## config.mk

```make
export PLATFORM = sky130hd
export DESIGN_NAME = times_table_loader
export DESIGN_NICKNAME = d
export VERILOG_FILES = /design/src/rtl/times_table_loader_pkg.sv /design/src/rtl/tt_entry_gen.sv /design/src/rtl/times_table_loader.sv
export SDC_FILE = /design/constraint.sdc
export NUM_CORES = 1
export LEC_CHECK = 0
export ABC_CLOCK_PERIOD_IN_PS = 2550
export BUFFER_PORTS_ARGS = -buffer_cell sky130_fd_sc_hd__buf_2
export CORE_ASPECT_RATIO = 0.8
export CORE_UTILIZATION = 40
export DETAILED_ROUTE_END_ITERATION = 16
export PLACE_DENSITY = 0.74
export SETUP_SLACK_MARGIN = 0.4
export SYNTH_ARGS = -nofsm -noshare
export SYNTH_HDL_FRONTEND = slang
export SYNTH_SLANG_ARGS = --single-unit
```

## constraint.sdc

```tcl
create_clock -name clk -period 2.55 [get_ports clk]
set_input_delay 0 -clock clk [delete_from_list [all_inputs] [get_ports clk]]
set_output_delay 0 -clock clk [all_outputs]
set_load 0.01 [all_outputs]
```

## src/rtl/times_table_loader_pkg.sv

```systemverilog
`default_nettype none
// ============================================================================
//  Module      : times_table_loader_pkg
//  Description : Shared definitions for the times-table loader: FSM state
//                encoding, table size, AXI response code and retry limit.
//  Config      : TT_LOADER_RETRY_EN (consumed by times_table_loader)
//  Revision    : 1.0  initial release
// ============================================================================
package times_table_loader_pkg;

    // Loader FSM states
    typedef enum logic [1:0] {
        IDLE   = 2'd0,
        WRITE  = 2'd1,
        RESP   = 2'd2,
        FINISH = 2'd3
    } tt_state_t;

    // 3-bit x 3-bit table, indexed by idx = {a, b}
    localparam int          TT_ENTRIES = 64;
    localparam int          c_IDX_W    = 6;
    localparam logic [5:0]  c_LAST_IDX = 6'(TT_ENTRIES - 1);

    // AXI write response code for success
    localparam logic [1:0]  OKAY       = 2'b00;

    // Extra attempts allowed per entry when retry is enabled
    localparam int          MAX_RETRY  = 2;
    localparam int          c_RETRY_W  = 2;

endpackage : times_table_loader_pkg
`default_nettype wire

```

## src/rtl/tt_entry_gen.sv

```systemverilog
`default_nettype none
// ============================================================================
//  Module      : tt_entry_gen
//  Description : Combinational mapping of a table index to its AXI write
//                address and data word. idx = {a, b}; address is the
//                word-aligned byte address idx*4, data is a*b.
//  Ports       : i_idx     - 6-bit table index
//                o_awaddr  - byte address, zero-extended to ADDR_W
//                o_wdata   - product in bits [5:0], upper bits zero
//  Revision    : 1.0  initial release
// ============================================================================
module tt_entry_gen
    import times_table_loader_pkg::*;
#(
    parameter int ADDR_W = 8,
    parameter int DATA_W = 32
) (
    input  logic [c_IDX_W-1:0] i_idx,
    output logic [ADDR_W-1:0]  o_awaddr,
    output logic [DATA_W-1:0]  o_wdata
);

    logic [2:0]         w_a;
    logic [2:0]         w_b;
    logic [5:0]         w_prod;
    logic [c_IDX_W+1:0] w_byte_addr;

    assign w_a         = i_idx[5:3];
    assign w_b         = i_idx[2:0];

    // Operands widened first so the full 6-bit product (max 49) is kept
    assign w_prod      = {3'b000, w_a} * {3'b000, w_b};

    assign w_byte_addr = {i_idx, 2'b00};

    assign o_awaddr    = ADDR_W'(w_byte_addr);
    assign o_wdata     = DATA_W'(w_prod);

endmodule : tt_entry_gen
`default_nettype wire

```

## src/rtl/times_table_loader.sv

```systemverilog
`default_nettype none
// ============================================================================
//  Module      : times_table_loader
//  Description : Writes the 64-entry 3x3-bit multiplication table into a
//                downstream AXI4-Lite memory, one write at a time, on a
//                start request. A sticky err flag records any non-OKAY
//                write response.
//  Config      : TT_LOADER_RETRY_EN - when defined, a failing entry is
//                re-issued up to MAX_RETRY extra times before err is set.
//  Ports       : clk, rst           - clock, synchronous active-high reset
//                start/busy/done    - control: request, in-progress, pulse
//                err                - sticky non-OKAY response flag
//                aw*/w*/b*          - AXI4-Lite write channels (master)
//  Revision    : 1.0  initial release
// ============================================================================
module times_table_loader
    import times_table_loader_pkg::*;
#(
    parameter int ADDR_W = 8,
    parameter int DATA_W = 32
) (
    input  logic                clk,
    input  logic                rst,
    // control
    input  logic                start,
    output logic                busy,
    output logic                done,
    output logic                err,
    // write address channel
    output logic [ADDR_W-1:0]   awaddr,
    output logic                awvalid,
    input  logic                awready,
    // write data channel
    output logic [DATA_W-1:0]   wdata,
    output logic [DATA_W/8-1:0] wstrb,
    output logic                wvalid,
    input  logic                wready,
    // write response channel
    input  logic [1:0]          bresp,
    input  logic                bvalid,
    output logic                bready
);

    tt_state_t          r_state;
    tt_state_t          w_state_nxt;
    logic [c_IDX_W-1:0] r_idx;
    logic [c_IDX_W-1:0] w_idx_nxt;
    logic               r_aw_done;
    logic               w_aw_done_nxt;
    logic               r_w_done;
    logic               w_w_done_nxt;
    logic               r_err;
    logic               w_err_nxt;

    logic               w_aw_fire;
    logic               w_w_fire;
    logic               w_aw_fin;
    logic               w_w_fin;
    logic               w_bad_resp;

`ifdef TT_LOADER_RETRY_EN
    logic [c_RETRY_W-1:0] r_retry;
    logic [c_RETRY_W-1:0] w_retry_nxt;
`endif

    // ------------------------------------------------------------------
    // Address/data generation. Both outputs depend only on r_idx, which
    // is frozen for the whole WRITE phase, so they are stable while the
    // corresponding valid is high.
    // ------------------------------------------------------------------
    tt_entry_gen #(
        .ADDR_W (ADDR_W),
        .DATA_W (DATA_W)
    ) u_entry_gen (
        .i_idx    (r_idx),
        .o_awaddr (awaddr),
        .o_wdata  (wdata)
    );

    assign wstrb = '1;
    assign err   = r_err;

    // Each channel is finished once its handshake has happened, either in
    // an earlier cycle (r_*_done) or in the current one (fire).
    assign w_aw_fire  = (r_state == WRITE) && !r_aw_done && awready;
    assign w_w_fire   = (r_state == WRITE) && !r_w_done  && wready;
    assign w_aw_fin   = r_aw_done || w_aw_fire;
    assign w_w_fin    = r_w_done  || w_w_fire;
    assign w_bad_resp = (bresp != OKAY);

    // ------------------------------------------------------------------
    // State register
    // ------------------------------------------------------------------
    always_ff @(posedge clk) begin
        if (rst) begin
            r_state   <= IDLE;
            r_idx     <= '0;
            r_aw_done <= 1'b0;
            r_w_done  <= 1'b0;
            r_err     <= 1'b0;
        end else begin
            r_state   <= w_state_nxt;
            r_idx     <= w_idx_nxt;
            r_aw_done <= w_aw_done_nxt;
            r_w_done  <= w_w_done_nxt;
            r_err     <= w_err_nxt;
        end
    end

`ifdef TT_LOADER_RETRY_EN
    always_ff @(posedge clk) begin
        if (rst) begin
            r_retry <= '0;
        end else begin
            r_retry <= w_retry_nxt;
        end
    end
`endif

    // ------------------------------------------------------------------
    // Next-state and output logic
    // ------------------------------------------------------------------
    always_comb begin
        w_state_nxt   = r_state;
        w_idx_nxt     = r_idx;
        w_aw_done_nxt = r_aw_done;
        w_w_done_nxt  = r_w_done;
        w_err_nxt     = r_err;
`ifdef TT_LOADER_RETRY_EN
        w_retry_nxt   = r_retry;
`endif
        awvalid       = 1'b0;
        wvalid        = 1'b0;
        bready        = 1'b0;
        busy          = 1'b0;
        done          = 1'b0;

        case (r_state)
            IDLE: begin
                if (start) begin
                    w_idx_nxt     = '0;
                    w_err_nxt     = 1'b0;
                    w_aw_done_nxt = 1'b0;
                    w_w_done_nxt  = 1'b0;
`ifdef TT_LOADER_RETRY_EN
                    w_retry_nxt   = '0;
`endif
                    w_state_nxt   = WRITE;
                end
            end

            WRITE: begin
                busy    = 1'b1;
                awvalid = !r_aw_done;
                wvalid  = !r_w_done;
                if (w_aw_fin && w_w_fin) begin
                    // Done flags are cleared here so the next WRITE entry
                    // starts with both valids asserted.
                    w_aw_done_nxt = 1'b0;
                    w_w_done_nxt  = 1'b0;
                    w_state_nxt   = RESP;
                end else begin
                    w_aw_done_nxt = w_aw_fin;
                    w_w_done_nxt  = w_w_fin;
                end
            end

            RESP: begin
                busy   = 1'b1;
                bready = 1'b1;
                if (bvalid) begin
`ifdef TT_LOADER_RETRY_EN
                    if (w_bad_resp && (r_retry < c_RETRY_W'(MAX_RETRY))) begin
                        // Re-issue the same entry; idx is left untouched.
                        w_retry_nxt = r_retry + 1'b1;
                        w_state_nxt = WRITE;
                    end else begin
                        if (w_bad_resp) begin
                            w_err_nxt = 1'b1;
                        end
                        w_retry_nxt = '0;
                        if (r_idx == c_LAST_IDX) begin
                            w_state_nxt = FINISH;
                        end else begin
                            w_idx_nxt   = r_idx + 1'b1;
                            w_state_nxt = WRITE;
                        end
                    end
`else
                    if (w_bad_resp) begin
                        w_err_nxt = 1'b1;
                    end
                    if (r_idx == c_LAST_IDX) begin
                        w_state_nxt = FINISH;
                    end else begin
                        w_idx_nxt   = r_idx + 1'b1;
                        w_state_nxt = WRITE;
                    end
`endif
                end
            end

            FINISH: begin
                done        = 1'b1;
                w_state_nxt = IDLE;
            end

            default: begin
                w_state_nxt = IDLE;
            end
        endcase
    end

endmodule : times_table_loader
`default_nettype wire

```

# --- Yosys cells after proc, flatten, opt, wreduce, memory -nomap -nowiden ---
# Index checks and enable logic that the tools add are counted.
classes:
  add_sub_neg: 1
  n_mul: 1
  n_eq_ne: 9
  n_mux: 22
  n_reduce_logical: 18
op_table:
  columns: ["operator", "n"]
  rows:
  - ["6-bit two-way mux", 3]
  - ["6-bit one-hot mux with 2 select lines", 1]
  - ["1-bit two-way mux", 10]
  - ["2-bit two-way mux", 4]
  - ["2-bit != test, second input constant", 4]
  - ["2-bit one-hot mux with 4 select lines", 1]
  - ["4-bit AND reduction", 2]
  - ["6-bit by 1-bit adder with 6-bit output, second input constant", 1]
  - ["6-bit == test, second input constant", 1]
  - ["3-bit by 3-bit multiplier with 6-bit output", 1]
  - ["1-bit one-hot mux with 2 select lines", 3]
  - ["2-bit nonzero test", 3]
  - ["1-bit logical AND", 5]
  - ["2-bit == test, second input constant", 2]
  - ["3-bit AND reduction", 1]
  - ["2-bit by 1-bit == test with 1-bit output, second input constant", 1]
  - ["1-bit logical NOT", 2]
  - ["2-bit logical NOT", 1]
  - ["1-bit logical OR", 2]
  - ["2-bit by 1-bit != test with 1-bit output, second input constant", 1]
  - ["2-bit AND reduction", 1]
  - ["2-bit OR reduction", 1]
word_totals:
  regBits: 11
  output_inout_bits: 50

# --- Depth between registers and ports, before layout ---
depth:
  depth_word: 7
  ltp_mapped: 7

# --- By module ---
# From an unflattened synthesis, not the netlist that was laid out.
hier_totals:
  hier_cells: 144
  area_unflattened_um2: 1177.4
modules_own_cells:
  columns: ["mod", "n_inst", "cells_each", "area_each_um2"]
  rows:
  - ["times_table_loader", 1, 85, 721.9]
  - ["tt_entry_gen", 1, 59, 455.4]

# --- Worst setup path after synthesis ---
# OpenSTA, ideal clock, no wires.
synth_path:
  path_type: "register to output"
  start: "register r_idx[3]"
  end: "output wdata[4]"
  arrival_time_ps: 2019
  required_time_ps: 2550
  path_slack_ps: 531
  stages_incl_launch_ff: 7
  n_path_buf: 1
  path_cell_list: "dfxtp_1 -> clkbuf_1 -> and2_1 -> fa_1 -> ha_1 -> fa_1 -> xor2_1"
synth_via:
  elab_chain_cells: 1
synth_lines:
  columns: ["element", "line_no", "rtl"]
  rows:
  - ["from (decl)", "times_table_loader.sv:46", "logic [c_IDX_W-1:0] r_idx;"]
  - ["from (signal assigned)", "times_table_loader.sv:103", "r_idx <= w_idx_nxt;"]
  - ["3-bit by 3-bit multiplier with 6-bit output", "tt_entry_gen.sv:32", "assign w_prod = {3'b000, w_a} * {3'b000, w_b};"]
  - ["to (decl)", "times_table_loader.sv:34", "output logic [DATA_W-1:0] wdata,"]
# No other way between the ends.

# --- Worst setup path in the final report ---
layout_path:
  start: "register r_idx[5]"
  end: "output wdata[3]"
# Same word-level chain as after synthesis.

==> key figures <==
Die
  • Core box area: 2560 um^2
  • Num rows: 16
  • Io pins: 58
  • Die width: 61.4 um
  • Die height: around 50 um
  • Area of the die: 3040 um^2
  • Starting density of the core: between 40% and 50%

Worst setup path
  • Worst r2r dst: r_idx[0]
  • CP peak stage delay: 520 ps
  • Arrival @ worst endpoint: 2090 ps
  • Crit-path leading delay family: adder cells
  • Critical path origin: r_idx[5]
  • Setup crit end kind: output port
  • CP Cell Sequence: and2_1, fa_1, ha_2, fa_2, buf_2
  • End point of the critical path: wdata[3]
  • Reg2Reg Depth: 6
  • Crit path kind: reg -> out
  • WP buf/inv: 1
  • R2R Setup Slk: 550 ps
  • RR Startpoint: r_state[0]
  • Crit start category: register
  • WP depth: 5
  • Crit path max fanout: 9
  • Worst Path Required: roughly 2600 ps
  • CP max stage cell: fa_2

STA
  • RSZ-0062 raised after global routing: yes
  • Post-layout min period: 2090 ps
  • Count of final max-slew check failures: 0
  • Clock skew: roughly 11 ps
  • Achievable Freq: ~0.48 GHz
  • Final setup TNS: 0 ps
  • Fin. Hold Viols: 0
  • Final worst setup slack: roughly 460 ps
  • Final period utilization: 82.1%
  • Final setup fails: 0

Global routing
  • GRT Util Overall: approximately 16%
  • Vias in the first global route: approximately 840
  • Initial antenna violation count: 0
  • Largest net degree at the start of global routing: 14
  • Global route overflow: 0
  • First-pass GRT wire length: roughly 3600 um

Synth
  • Mapped cell area: 1130 um^2
  • Avg Inst Size Synth: a little over 8 um^2
  • Post-synth top cells: buf_4 (32), dfxtp_1 (11), ha_1 (10)
  • Top cell type's share of synthesized area: 21.3%
  • Count leader, synth: buf_4
  • Yosys warnings: 0
  • Post-synth EDFFs: 0
  • Top cells by area, synth: buf_4 (21%), dfxtp_1 (19%), ha_1 (11%)
  • Synthesis-stage register bit count: 11
  • Synth area leader: buf_4
  • Cells after Synth: 139
  • Main synth FF type: dfxtp_1
  • Sequential cell area fraction in the yosys report: between 10% and 20%
  • Async SR Flop Fraction: 0%
  • Synth cell types: 38

CTS
  • Hold buffers post-CTS: 0
  • CTS tree: done
  • Worst-skew pair later-pin latency: ~270 ps
  • TritonCTS Buffers: 3
  • Longest Clk Path Bufs: 2
  • Root Buffer: clkbuf_4
  • Sink Count: 11
  • Htree depth: 1
  • CTS clk-pin slew, worst paths: around 70 ps

Placed design
  • Placed inst area: between 1000 and 1500 um^2
  • Routability cong.: between 0.8 and 0.9
  • Dpl hpwl: 1730 um
  • Dpl ws: 478 ps
  • I/O Buffers: 25

Routing
  • Highest Signal Layer: met4
  • DRC: 0
  • Via count: 987
  • Drt via density: ~4.9
  • Pre-Repair DR Iteration Count: 4
  • Met2 wire len: 1130 um
  • WL/cell: 11.3 um
  • Metal3 WL: 129 um
  • Metal-1 WL: 995 um
  • Drt total wl: roughly 2300 um
  • Number of DRC markers in iteration 0: 19
  • Post-route ant nets: 0

Power
  • PnR Total Power: 0.000733 W
  • Leak: around 0.65 nW
  • Worst VDD drop: about 0.26 mV
  • Cell Pwr Density: 593 nW/um^2

Flow run
  • Max-cap violations: 0

Layout
  • Area growth, synth to finish: 9.52%
  • Finished Cell Area: roughly 1200 um^2
  • Ratio of cells with drive above 1 in the final layout: 28.5%
  • N_diodes: 0
  • Final #Nets: 186

Status
  • Status: completed

Hold path
  • Hold crit path type: in -> reg
[worst min-delay path by stage]
| stage | startpoint | end | depth (start not counted) |
|---|---|---|---|
| after floorplan | awready | r_aw_done | 2 |
| after global placement | awready | r_aw_done | 3 |
| after detailed placement | awready | r_aw_done | 3 |
| after CTS | awready | r_aw_done | 3 |
| after global routing | rst | r_idx[0] | 2 |
| final | awready | r_aw_done | 3 |
[placed cells by master (no fill, tap or decap), drive strengths merged, types with 6 or more instances in the layout]
master and count:
inv 6, nor2 6, ha 10, nand3 6, conb 32, buf 29
o21ai 6, and2 9, dfxtp 11, a21oi 6
[layout make-up]
class | count | area (um^2)
Fill cell | 247 | 1330
Inverter | 6 | 22.5
Multi-Input combinational cell | 115 | 746
Sequential cell | 11 | 243
Clock buffer | 4 | 26.3
Timing Repair Buffer | 29 | 155
Tap cell | 36 | 45.0
[cell families after synthesis]
group	Yosys count	synth area share, %
multiplexers	1	0.997
buffers and inverters	43	25.6
flip-flops	11	19.5
other	2	0.665
AO/OA/AOI/OAI	29	16.7
XOR/XNOR	1	0.775
AND/OR/NAND/NOR	40	21.2
adder cells (fa/ha/maj)	12	14.6
[stage by stage]
step                hold WS (ps)  utilization [%]  cells
finish                      47.1             48.3    201
detailed placement           319             44.7    193
floorplan                    161                -    169
CTS                         43.7             47.0    199
global route                46.4             48.3    201
global placement             305             44.7    193
[power breakdown]
part / internal [W] / switching, W / leakage [nW]
Clock: 0.0000605 / 0.0000567 / 0.0150
Combinational: 0.000155 / 0.000248 / 0.542
Sequential: 0.000189 / 0.0000238 / 0.0941
Total: 0.000405 / 0.000328 / 0.651
[metal layers]
| metal | vias to the layer above | global-route usage (%) |
|---|---|---|
| met5 | - | 0 |
| met4 | 0 | 3.33 |
| met3 | 2 | 5.51 |
| met2 | 39 | 25.4 |
| met1 | 469 | 20.4 |
| li1 | 477 | - |
[worst register-to-register path, cell delays in order (launching register included)]
cell     delay (ps)
dfxtp_1         410
inv_1            90
ha_2            270
nor2b_1         200
or3_4           370
or4b_1          470
a21oi_1         120
[what timing repair did]
item / CTS / global route
buffers inserted: 2 / 2
setup endpoints to repair: 3 / 6
gates resized for setup: 10 / 7
pin swaps: 1 / 2
[registers in the layout, summed over array words and instances, names as in the netlist]
| name | flops |
|---|---|
| r_aw_done | 1 |
| r_w_done | 1 |
| err | 1 |
| r_state | 2 |
| r_idx | 6 |
Note: power is estimated with default switching activity, not from simulation.
